[config.mk]
export PLATFORM = sky130hd
export DESIGN_NAME = uart_prog_loader
export DESIGN_NICKNAME = d
export VERILOG_FILES = /design/src/rtl/otter_loader_pkg.sv /design/src/rtl/uart_rx.sv /design/src/rtl/uart_prog_loader.sv
export SDC_FILE = /design/constraint.sdc
export NUM_CORES = 1
export LEC_CHECK = 0
export CAP_MARGIN = 30
export CORE_ASPECT_RATIO = 2
export CORE_MARGIN = 3
export CORE_UTILIZATION = 55
export CTS_CLUSTER_DIAMETER = 200
export DETAILED_ROUTE_END_ITERATION = 8
export PLACE_DENSITY = 0.75
export SYNTH_ARGS = -nofsm -noshare
export SYNTH_HDL_FRONTEND = slang
export SYNTH_SLANG_ARGS = --single-unit
[constraint.sdc]
create_clock -name CLK -period 3.1 [get_ports CLK]
set_clock_uncertainty 0.15 [all_clocks]
set_input_delay 0.465 -clock CLK [delete_from_list [all_inputs] [get_ports CLK]]
set_output_delay 0.465 -clock CLK [all_outputs]
set_load 0.05 [all_outputs]
[src/rtl/otter_loader_pkg.sv]
// Shared types and constants for the serial program loader.
package otter_loader_pkg;

    // Loader sequencing states
    typedef enum logic [2:0] {
        IDLE   = 3'd0,
        LEN    = 3'd1,
        DATA   = 3'd2,
        CKSUM  = 3'd3,
        FINISH = 3'd4,
        FAIL   = 3'd5
    } loader_state_e;

    // Byte receiver states
    typedef enum logic [1:0] {
        RX_IDLE  = 2'd0,
        RX_START = 2'd1,
        RX_DATA  = 2'd2,
        RX_STOP  = 2'd3
    } rx_state_e;

    // Byte that opens a load session when seen while idle
    localparam logic [7:0] SYNC_BYTE = 8'hA5;

    // Clock cycles per serial bit, rounded to nearest
    function automatic int calc_clks_per_bit(input int clk_mhz, input int baud);
        return (clk_mhz * 1000000 + baud / 2) / baud;
    endfunction

endpackage

[src/rtl/uart_rx.sv]
// 8N1 UART byte receiver with input synchronizer, start-bit glitch
// rejection and framing-error reporting.
module uart_rx
    import otter_loader_pkg::*;
#(
    parameter int CLKS_PER_BIT = 434
) (
    input  logic       CLK,
    input  logic       RST,
    input  logic       RX,
    output logic [7:0] rx_byte,
    output logic       rx_valid,
    output logic       frame_err
);

    localparam int HALF_BIT = CLKS_PER_BIT / 2;
    localparam int CW       = $clog2(CLKS_PER_BIT + 1);

    logic [1:0]    sync_q;
    logic          rx_prev_q;
    rx_state_e     state_q, state_d;
    logic [CW-1:0] cnt_q, cnt_d;
    logic [2:0]    bit_idx_q, bit_idx_d;
    logic [7:0]    shift_q, shift_d;
    logic          rx_s;
    logic          stop_tick;

    // Synchronized serial line
    assign rx_s = sync_q[1];

    // State register, synchronizer and bit-timing datapath flops
    always_ff @(posedge CLK) begin
        if (RST) begin
            sync_q    <= 2'b11;
            rx_prev_q <= 1'b1;
            state_q   <= RX_IDLE;
            cnt_q     <= '0;
            bit_idx_q <= '0;
            shift_q   <= '0;
        end else begin
            sync_q    <= {sync_q[0], RX};
            rx_prev_q <= rx_s;
            state_q   <= state_d;
            cnt_q     <= cnt_d;
            bit_idx_q <= bit_idx_d;
            shift_q   <= shift_d;
        end
    end

    // Next-state logic: arm on falling edge, verify start at half bit,
    // then sample each following bit at its centre
    always_comb begin
        state_d   = state_q;
        cnt_d     = cnt_q;
        bit_idx_d = bit_idx_q;
        shift_d   = shift_q;
        case (state_q)
            RX_IDLE: begin
                if (rx_prev_q && !rx_s) begin
                    state_d = RX_START;
                    cnt_d   = '0;
                end
            end
            RX_START: begin
                if (cnt_q == CW'(HALF_BIT - 1)) begin
                    cnt_d     = '0;
                    bit_idx_d = '0;
                    // Line back high at mid start bit means it was a glitch
                    state_d   = rx_s ? RX_IDLE : RX_DATA;
                end else begin
                    cnt_d = cnt_q + CW'(1);
                end
            end
            RX_DATA: begin
                if (cnt_q == CW'(CLKS_PER_BIT - 1)) begin
                    cnt_d     = '0;
                    shift_d   = {rx_s, shift_q[7:1]};
                    bit_idx_d = bit_idx_q + 3'd1;
                    if (bit_idx_q == 3'd7) begin
                        state_d = RX_STOP;
                    end
                end else begin
                    cnt_d = cnt_q + CW'(1);
                end
            end
            RX_STOP: begin
                if (cnt_q == CW'(CLKS_PER_BIT - 1)) begin
                    cnt_d   = '0;
                    state_d = RX_IDLE;
                end else begin
                    cnt_d = cnt_q + CW'(1);
                end
            end
            default: begin
                state_d = RX_IDLE;
                cnt_d   = '0;
            end
        endcase
    end

    // Outputs: one-cycle result strobes at the stop-bit centre
    always_comb begin
        stop_tick = (state_q == RX_STOP) && (cnt_q == CW'(CLKS_PER_BIT - 1));
        rx_valid  = stop_tick && rx_s;
        frame_err = stop_tick && !rx_s;
        rx_byte   = shift_q;
    end

endmodule

[src/rtl/uart_prog_loader.sv]
// Serial program loader: receives a sync byte, a little-endian word count
// and the program words over UART, writes them to the memory programming
// port and holds the core in reset while loading.
// Optional feature: define LOADER_CKSUM_EN to require a trailing XOR
// checksum byte before the core is released.
module uart_prog_loader
    import otter_loader_pkg::*;
#(
    parameter int CLK_RATE   = 50,
    parameter int BAUD       = 115200,
    parameter int IB_TIMEOUT = 200
) (
    input  logic        CLK,
    input  logic        RST,
    input  logic        RX,
    output logic        MCU_RST,
    output logic [31:0] RAM_ADDR,
    output logic [31:0] RAM_DATA,
    output logic        RAM_WE,
    output logic        BUSY,
    output logic        ERR
);

    localparam int CLKS_PER_BIT = calc_clks_per_bit(CLK_RATE, BAUD);
    localparam int TIMEOUT_CYC  = CLK_RATE * 1000 * IB_TIMEOUT;
    localparam int TO_W         = $clog2(TIMEOUT_CYC + 1);

`ifdef LOADER_CKSUM_EN
    localparam loader_state_e LOAD_DONE = CKSUM;
`else
    localparam loader_state_e LOAD_DONE = FINISH;
`endif

    logic [7:0]      rx_byte;
    logic            rx_valid;
    logic            frame_err;

    loader_state_e   state_q, state_d;
    logic [1:0]      byte_cnt_q, byte_cnt_d;
    logic [23:0]     shift_q, shift_d;
    logic [31:0]     word_cnt_q, word_cnt_d;
    logic [31:0]     word_idx_q, word_idx_d;
    logic [31:0]     ram_addr_q, ram_addr_d;
    logic [31:0]     ram_data_q, ram_data_d;
    logic            ram_we_q, ram_we_d;
    logic            mcu_rst_q, mcu_rst_d;
    logic            err_q, err_d;
    logic [TO_W-1:0] timeout_cnt_q, timeout_cnt_d;
`ifdef LOADER_CKSUM_EN
    logic [7:0]      cksum_q, cksum_d;
`endif

    logic [31:0]     word_next;
    logic            last_byte;
    logic            in_load;
    logic            timeout_hit;
    logic            load_abort;
    logic            sync_seen;

    uart_rx #(
        .CLKS_PER_BIT(CLKS_PER_BIT)
    ) u_rx (
        .CLK      (CLK),
        .RST      (RST),
        .RX       (RX),
        .rx_byte  (rx_byte),
        .rx_valid (rx_valid),
        .frame_err(frame_err)
    );

    // Shared decode of the receive stream and error conditions
    always_comb begin
        word_next   = {rx_byte, shift_q};
        last_byte   = rx_valid && (byte_cnt_q == 2'd3);
        in_load     = (state_q == LEN) || (state_q == DATA) || (state_q == CKSUM);
        timeout_hit = (timeout_cnt_q == TO_W'(TIMEOUT_CYC));
        load_abort  = in_load && (frame_err || timeout_hit);
        sync_seen   = rx_valid && (rx_byte == SYNC_BYTE);
    end

    // State and datapath registers
    always_ff @(posedge CLK) begin
        if (RST) begin
            state_q       <= IDLE;
            byte_cnt_q    <= '0;
            shift_q       <= '0;
            word_cnt_q    <= '0;
            word_idx_q    <= '0;
            ram_addr_q    <= '0;
            ram_data_q    <= '0;
            ram_we_q      <= 1'b0;
            mcu_rst_q     <= 1'b0;
            err_q         <= 1'b0;
            timeout_cnt_q <= '0;
`ifdef LOADER_CKSUM_EN
            cksum_q       <= '0;
`endif
        end else begin
            state_q       <= state_d;
            byte_cnt_q    <= byte_cnt_d;
            shift_q       <= shift_d;
            word_cnt_q    <= word_cnt_d;
            word_idx_q    <= word_idx_d;
            ram_addr_q    <= ram_addr_d;
            ram_data_q    <= ram_data_d;
            ram_we_q      <= ram_we_d;
            mcu_rst_q     <= mcu_rst_d;
            err_q         <= err_d;
            timeout_cnt_q <= timeout_cnt_d;
`ifdef LOADER_CKSUM_EN
            cksum_q       <= cksum_d;
`endif
        end
    end

    // Next-state logic of the load sequencer
    always_comb begin
        state_d = state_q;
        case (state_q)
            IDLE: begin
                if (sync_seen) begin
                    state_d = LEN;
                end
            end
            LEN: begin
                if (load_abort) begin
                    state_d = FAIL;
                end else if (last_byte) begin
                    state_d = (word_next == 32'd0) ? LOAD_DONE : DATA;
                end
            end
            DATA: begin
                if (load_abort) begin
                    state_d = FAIL;
                end else if (last_byte && ((word_idx_q + 32'd1) == word_cnt_q)) begin
                    state_d = LOAD_DONE;
                end
            end
`ifdef LOADER_CKSUM_EN
            CKSUM: begin
                if (load_abort) begin
                    state_d = FAIL;
                end else if (rx_valid) begin
                    state_d = (rx_byte == cksum_q) ? FINISH : FAIL;
                end
            end
`endif
            FINISH:  state_d = IDLE;
            FAIL:    state_d = IDLE;
            default: state_d = IDLE;
        endcase
    end

    // Datapath updates: byte assembly, word writes, core reset and error flag
    always_comb begin
        byte_cnt_d    = byte_cnt_q;
        shift_d       = shift_q;
        word_cnt_d    = word_cnt_q;
        word_idx_d    = word_idx_q;
        ram_addr_d    = ram_addr_q;
        ram_data_d    = ram_data_q;
        ram_we_d      = 1'b0;
        mcu_rst_d     = mcu_rst_q;
        err_d         = err_q;
        timeout_cnt_d = '0;
`ifdef LOADER_CKSUM_EN
        cksum_d       = cksum_q;
`endif
        // Inter-byte timer only runs while a load is open
        if (in_load && !rx_valid) begin
            timeout_cnt_d = timeout_cnt_q + TO_W'(1);
        end
        case (state_q)
            IDLE: begin
                if (sync_seen) begin
                    err_d      = 1'b0;
                    mcu_rst_d  = 1'b1;
                    byte_cnt_d = '0;
                    shift_d    = '0;
                    word_cnt_d = '0;
                    word_idx_d = '0;
`ifdef LOADER_CKSUM_EN
                    cksum_d    = '0;
`endif
                end
            end
            LEN: begin
                if (!load_abort && rx_valid) begin
                    shift_d    = word_next[31:8];
                    byte_cnt_d = byte_cnt_q + 2'd1;
                    if (last_byte) begin
                        word_cnt_d = word_next;
                    end
                end
            end
            DATA: begin
                if (!load_abort && rx_valid) begin
                    shift_d    = word_next[31:8];
                    byte_cnt_d = byte_cnt_q + 2'd1;
`ifdef LOADER_CKSUM_EN
                    cksum_d    = cksum_q ^ rx_byte;
`endif
                    if (last_byte) begin
                        ram_we_d   = 1'b1;
                        ram_addr_d = {word_idx_q[29:0], 2'b00};
                        ram_data_d = word_next;
                        word_idx_d = word_idx_q + 32'd1;
                    end
                end
            end
            FINISH: mcu_rst_d = 1'b0;
            FAIL:   err_d     = 1'b1;
            default: begin
            end
        endcase
    end

    // Port outputs
    always_comb begin
        MCU_RST  = mcu_rst_q;
        RAM_ADDR = ram_addr_q;
        RAM_DATA = ram_data_q;
        RAM_WE   = ram_we_q;
        ERR      = err_q;
        BUSY     = (state_q != IDLE);
    end

endmodule

== Word-level counts from Yosys, hierarchy flattened ==
Cells that the tools add are included.
Widths: inputs -> output; s select.

* RAM bits: 0
* Logic and storage cells: 132
* Register bits after elaboration: 207
* Input port bits: 3
* Latch bits: 0
* ROM bits: 0
* Output and inout port bits: 68
* Memories: 0

* Eq/ne operators: 28
* Shift-type cells: 0
* Reductions and logical operators: 40
* $lt $le $gt $ge: 0
* Bitwise gates (word level): 3
* Muxes and demuxes: 39
* Div/mod/pow operators: 0
* $add $sub $neg: 5
* Multiply operators: 0

{| class="wikitable"
|+ Operators with widths
! operator !! count
|-
| $mux 32 || 5
|-
| $pmux 32 s2 || 2
|-
| $mux 24 || 2
|-
| $pmux 24 s2 || 1
|-
| $add 32x1->32 const B || 1
|-
| $eq 32x32->1 || 1
|-
| $logic_not 32->1 || 1
|-
| $mux 9 || 3
|-
| $pmux 9 s3 || 1
|-
| $add 24x1->24 const B || 1
|-
| $eq 24x24->1 const B || 1
|-
| $mux 3 || 8
|-
| $mux 2 || 8
|-
| $ne 2x1->1 const B || 8
|-
| $reduce_and 3->1 || 4
|-
| $reduce_bool 2->1 || 6
|-
| $logic_and 1x1->1 || 10
|-
| $add 9x1->9 const B || 1
|-
| $eq 3x3->1 const B || 3
|-
| $eq 9x8->1 const B || 1
|-
| $eq 9x9->1 const B || 1
|-
| $pmux 3 s3 || 1
|-
| $eq 8x8->1 const B || 1
|-
| $pmux 2 s4 || 1
|-
| other kinds (24) || 43
|}

== Logic depth before layout (Yosys ltp) ==
* Word-level depth: 9
* Mapped depth: 12
* Depth with buffers taken out: 10

== Hierarchy ==
Synthesis repeated with hierarchy kept, for this count alone.

* Cells, all modules: 1232
* Area total of the unflattened synthesis: 9769.4 um^2

{| class="wikitable"
|+ Modules (own cells, without submodules)
! module !! cells each !! times used !! area an instance (um^2)
|-
| uart_prog_loader || 1095 || 1 || 8500.7
|-
| uart_rx || 137 || 1 || 1268.7
|}

== Worst setup path before layout ==
No wires, ideal clock.

* Path kind: register to register
* Start point: register word_idx_q[1]
* End point: register state_q[2]
* Buffers on the path: 0
* Path slack: 0.407 ns
* Period minus slack after synthesis: 2.693 ns
* Cell stages (with the launch flop): 10
* Library setup time: 0.059 ns
* Data arrival time: 2.484 ns
* Cells stage by stage: dfxtp_1 ha_1 nand3_1 or4_1 nor4_4 xnor2_1 o211ai_1 nor4_1 and4_1 o211a_1

* Word-level cells in the longest chain between the ends: 5

{| class="wikitable"
|+ RTL lines
! element !! RTL line !! RTL
|-
| start, declared || uart_prog_loader.sv:42 || <nowiki>logic [31:0] word_idx_q, word_idx_d;</nowiki>
|-
| start signal, assigned || uart_prog_loader.sv:103 || <nowiki>word_idx_q <= word_idx_d;</nowiki>
|-
| $add 32x1->32 || uart_prog_loader.sv:135 || <nowiki>end else if (last_byte && ((word_idx_q + 32'd1) == word_cnt_q)) begin</nowiki>
|-
| $eq 32x32->1 || uart_prog_loader.sv:135 ||
|-
| $logic_and 1x1->1 || uart_prog_loader.sv:135 ||
|-
| $ne 3x2->1 (no line) || - ||
|-
| $reduce_and 3->1 (no line) || - ||
|-
| end signal, assigned || uart_prog_loader.sv:99 || <nowiki>state_q <= state_d;</nowiki>
|-
| end, declared || uart_prog_loader.sv:38 || <nowiki>loader_state_e state_q, state_d;</nowiki>
|}

No other way between the ends.
A chain may end at the register's enable or synchronous reset.

== Worst setup path in the final report ==
* Start point: register word_idx_q[9]
* End point: register state_q[2]

The elaborated chain is that of the path after synthesis.

==> flow_summary.yaml <==
run_status:
  status: "finished clean"
clock_tree:
  cts_hold_buf: 0
  cts_root_buf: "clkbuf_16"
  clkTransAtPathRegs_ns: 0.08
  cts_buffer_depth: 3
  post_cts_resized: 0
  postCtsSetupBuffers: 0
  cts.sinks: 207
  cts_buffers: 19
  htreeDepth: 1
  cts_tree: "built"
  worstSkewPairLatency_ns: 0.49
timing:
  fin_tns_setup_ns: 0
  slew_headroom_pct: 51.82
  fmaxAchievable_mhz: 354.3
  rsz0062_at_grt: "false"
  period_share_pct: 91.05
  finalSetupViolCount: 0
  drv_slew: 0
  worst_pin_slew_ns: 0.7227
  period_minus_slack_ns: 2.823
  finalHoldViolCount: 0
synthesis:
  ys_types: 65
  postSynthCellCount: 1250
  synth-compound-area-share_pct: 15.63
  synth_area_leader_cell: "dfxtp_1"
  synth.area.top_cells: "dfxtp_1 42%, nand2_1 9.4%, a21oi_1 9.3%"
  ys_seq_area_share_pct: 42.07
  synth-seq-cells: 207
  synth_xor_area_share_pct: 6.047
  yosys.area_share.simple_pct: 29.38
  ys_warn_count: 0
  synth_area_sq_um: 9849
  avgSynthCellArea_sq_um: 7.880
  synthMuxAreaShare_pct: 0
  synthArstFlopShare_pct: 0
  synth.top_cell.area_share_pct: 42.07
  ys.flop_type: "dfxtp_1"
  synth_top_family_by_area: "simple AND/OR/NAND/NOR gates"
  synth-edff-count: 0
  synth_adder_area_share_pct: 1.651
critical_path:
  reg2reg_from: "word_idx_q[9]"
  path_cells: "nand4_4, or4_1, nor4_4, xnor2_1, o211ai_1, nor4_1, and4_1, o211a_1"
  startpoint_type: "flop"
  path_class: "flop to flop"
  r2r_setup_slack_ns: 0.28
  max_stage_delay_ns: 0.67
  r2r_end: "state_q[2]"
  arrival_ns: 3.11
  critPathSlowestCell: "or4_1"
  worst-path-max-fanout: 8
  worstPathRequired_ns: 3.39
  rr_worst_depth: 8
  endpoint_kind: "flop"
pwr:
  power_w: 0.005125
  clockPowerShare_pct: 45.8
  power_frac_comb_pct: 2.1
  power_density_nw_per_um2: 447.6
  peakVddDrop_v: 0.0004560
  intPower_w: 0.003991
  power_leakage_nw: 3.859
  power_frac_seq_pct: 52.1
  p_switching_w: 0.001134
  switching_share_pct: 22.13
die:
  num_rows: 68
  start_util_pct: 56.47
  dieWidth_um: 100.6
  fp.dieH_um: 195.3
  io_pins: 71
  die-area_sq_um: 19650
  coreArea_sq_um: 17440
placed_design:
  dpl.cell_count: 1495
  place.port_buffers: 68
  dp_hpwl_um: 18710
  place_congestion: 0.9448
grt:
  grt_overflow: 0
  grt_pass1_vias: 8617
  grt_max_degree: 73
  grt_pass1_wl_um: 42810
  grt_use_total_pct: 26.38
  grt_antenna_before_repair: 0
final_layout:
  n_fill_cell: 1520
  seq_area_sq_um: 4144
  multi_input_comb_area_sq_um: 5200
  area_delta_synth_final_pct: 16.25
  post-route-util_pct: 65.65
  drive_above_1_share_pct: 9.650
  nets: 1322
  instances_no_fill: 1527
run:
  max_cap_viol_count: 0
worst_hold_path:
  worstHoldStart: "RST"
  whs_path_depth: 2
  hp-class: "input port to flop"
  hold-path-endpoint: "u_rx.cnt_q[1]"
detailed_routing:
  drcViolationCount: 0
  drt-total-wl_um: 26150
  wl_per_cell_um: 17.13
  vias_per_cell: 5.897
  initialDrtViolationCount: 371
  ant_nets: 0
  vias: 9005
  dr.pass1.iters: 5
-- cell usage in the layout, fill, tap and decap left out, types with 11 or more instances in the layout --
master	netlist	routed
a21oi_1	183	183
a311oi_1	11	11
and3_1	14	14
buf_4	11	53
clkbuf_16	0	19
clkdlybuf4s50_1	0	67
dfxtp_1	207	207
ha_1	13	13
inv_1	16	16
nand2_1	246	246
nand3_1	92	92
nand4_1	23	23
nor2_1	87	87
nor3_1	20	20
nor4_1	13	13
o21ai_0	36	36
or3_1	11	11
xnor2_1	44	44
xor2_1	24	24
-- final cells by class --
| class | instances | share of cell area [%] |
|---|---|---|
| Inverter | 16 | 0.5245 |
| Clock inverter | 8 | 0.8742 |
| Clock buffer | 23 | 4.546 |
| Sequential cell | 207 | 36.19 |
| Multi-Input combinational cell | 937 | 45.42 |
| Antenna cell | 1 | 0.02186 |
| Timing Repair Buffer | 125 | 10.13 |
| Tap cell | 210 | 2.295 |
-- critical path: cells and delay by family, from the launching register on --
kind,cells,cell delay (ns)
flip-flops,1,0.52
AND/OR/NAND/NOR,5,1.71
XOR/XNOR,1,0.16
AO/OA/AOI/OAI,2,0.25
-- sequential cells by signal (all words and copies together), names as in the netlist, named ones only --
name            count
ERR                 1
u_rx.rx_byte        8
word_cnt_q         32
byte_cnt_q          2
u_rx.rx_prev_q      1
u_rx.cnt_q          9
RAM_ADDR           30
MCU_RST             1
u_rx.sync_q         2
RAM_DATA           32
timeout_cnt_q      24
word_idx_q         32
u_rx.state_q        1
u_rx.bit_idx_q      3
shift_q            24
RAM_WE              1
state_q             3
-- worst max-delay path by stage --
stage / from / end / slack, ns / cells past startpoint
finish: word_idx_q[9] / state_q[2] / 0.28 / 8
global route: u_rx.state_q[0] / state_q[2] / 0.06 / 9
CTS: u_rx.cnt_q[2] / RAM_ADDR[8] / 0.26 / 8
detailed placement: u_rx.cnt_q[2] / RAM_ADDR[8] / 0.29 / 8
global placement: u_rx.cnt_q[2] / RAM_ADDR[5] / 0.37 / 8
floorplan: word_idx_q[1] / state_q[2] / 0.41 / 9
-- routing by layer --
metal	GRT usage [%]	wire, um	up-vias
li1	-	-	4445
met5	0	0	-
met4	13.94	1332	0
met3	2.753	1129	84
met2	46.93	13590	281
met1	30.21	10100	4195
-- cells by family (layout without fill, tap and decap cells) --
kind of cell,Yosys count,after routing
DFF,207,207
AOI/OAI and AO/OA,271,271
xor gates and xnor gates,68,68
other,1,3
and+or+nand+nor,583,583
adders and majority gates,13,13
buffers and inverters,107,172
-- synthesized netlist by cell type (13+ instances only) --
cell type and n:
a21oi_1 183, and3_1 14, buf_2 33, clkbuf_1 41, dfxtp_1 207, ha_1 13, inv_1 16, nand2_1 246
nand3_1 92, nand4_1 23, nor2_1 87, nor3_1 20, nor4_1 13, o21ai_0 36, xnor2_1 44, xor2_1 24
-- power by group through the flow --
stage                     clock network (W)  logic [W]  registers (W)
after floorplan                           0  0.0000852        0.00273
after global placement                    0   0.000104        0.00273
after detailed placement                  0   0.000108        0.00273
after CTS                           0.00239   0.000108        0.00267
after global routing                0.00250   0.000122        0.00267
final                               0.00235   0.000108        0.00267
-- stage by stage --
step / hold slack, ns / area, sq um / setup slack, ns
6_report: 0.2056 / 11450 / 0.2774
3_3_place_gp: 0.2521 / 10830 / 0.3661
2_1_floorplan: 0.2395 / 9853 / 0.4074
5_1_grt: 0.2321 / 11450 / 0.06012
4_1_cts: 0.2032 / 11450 / 0.2566
3_5_place_dp: 0.2494 / 10830 / 0.2892
Power figures use the tool's default switching activity.
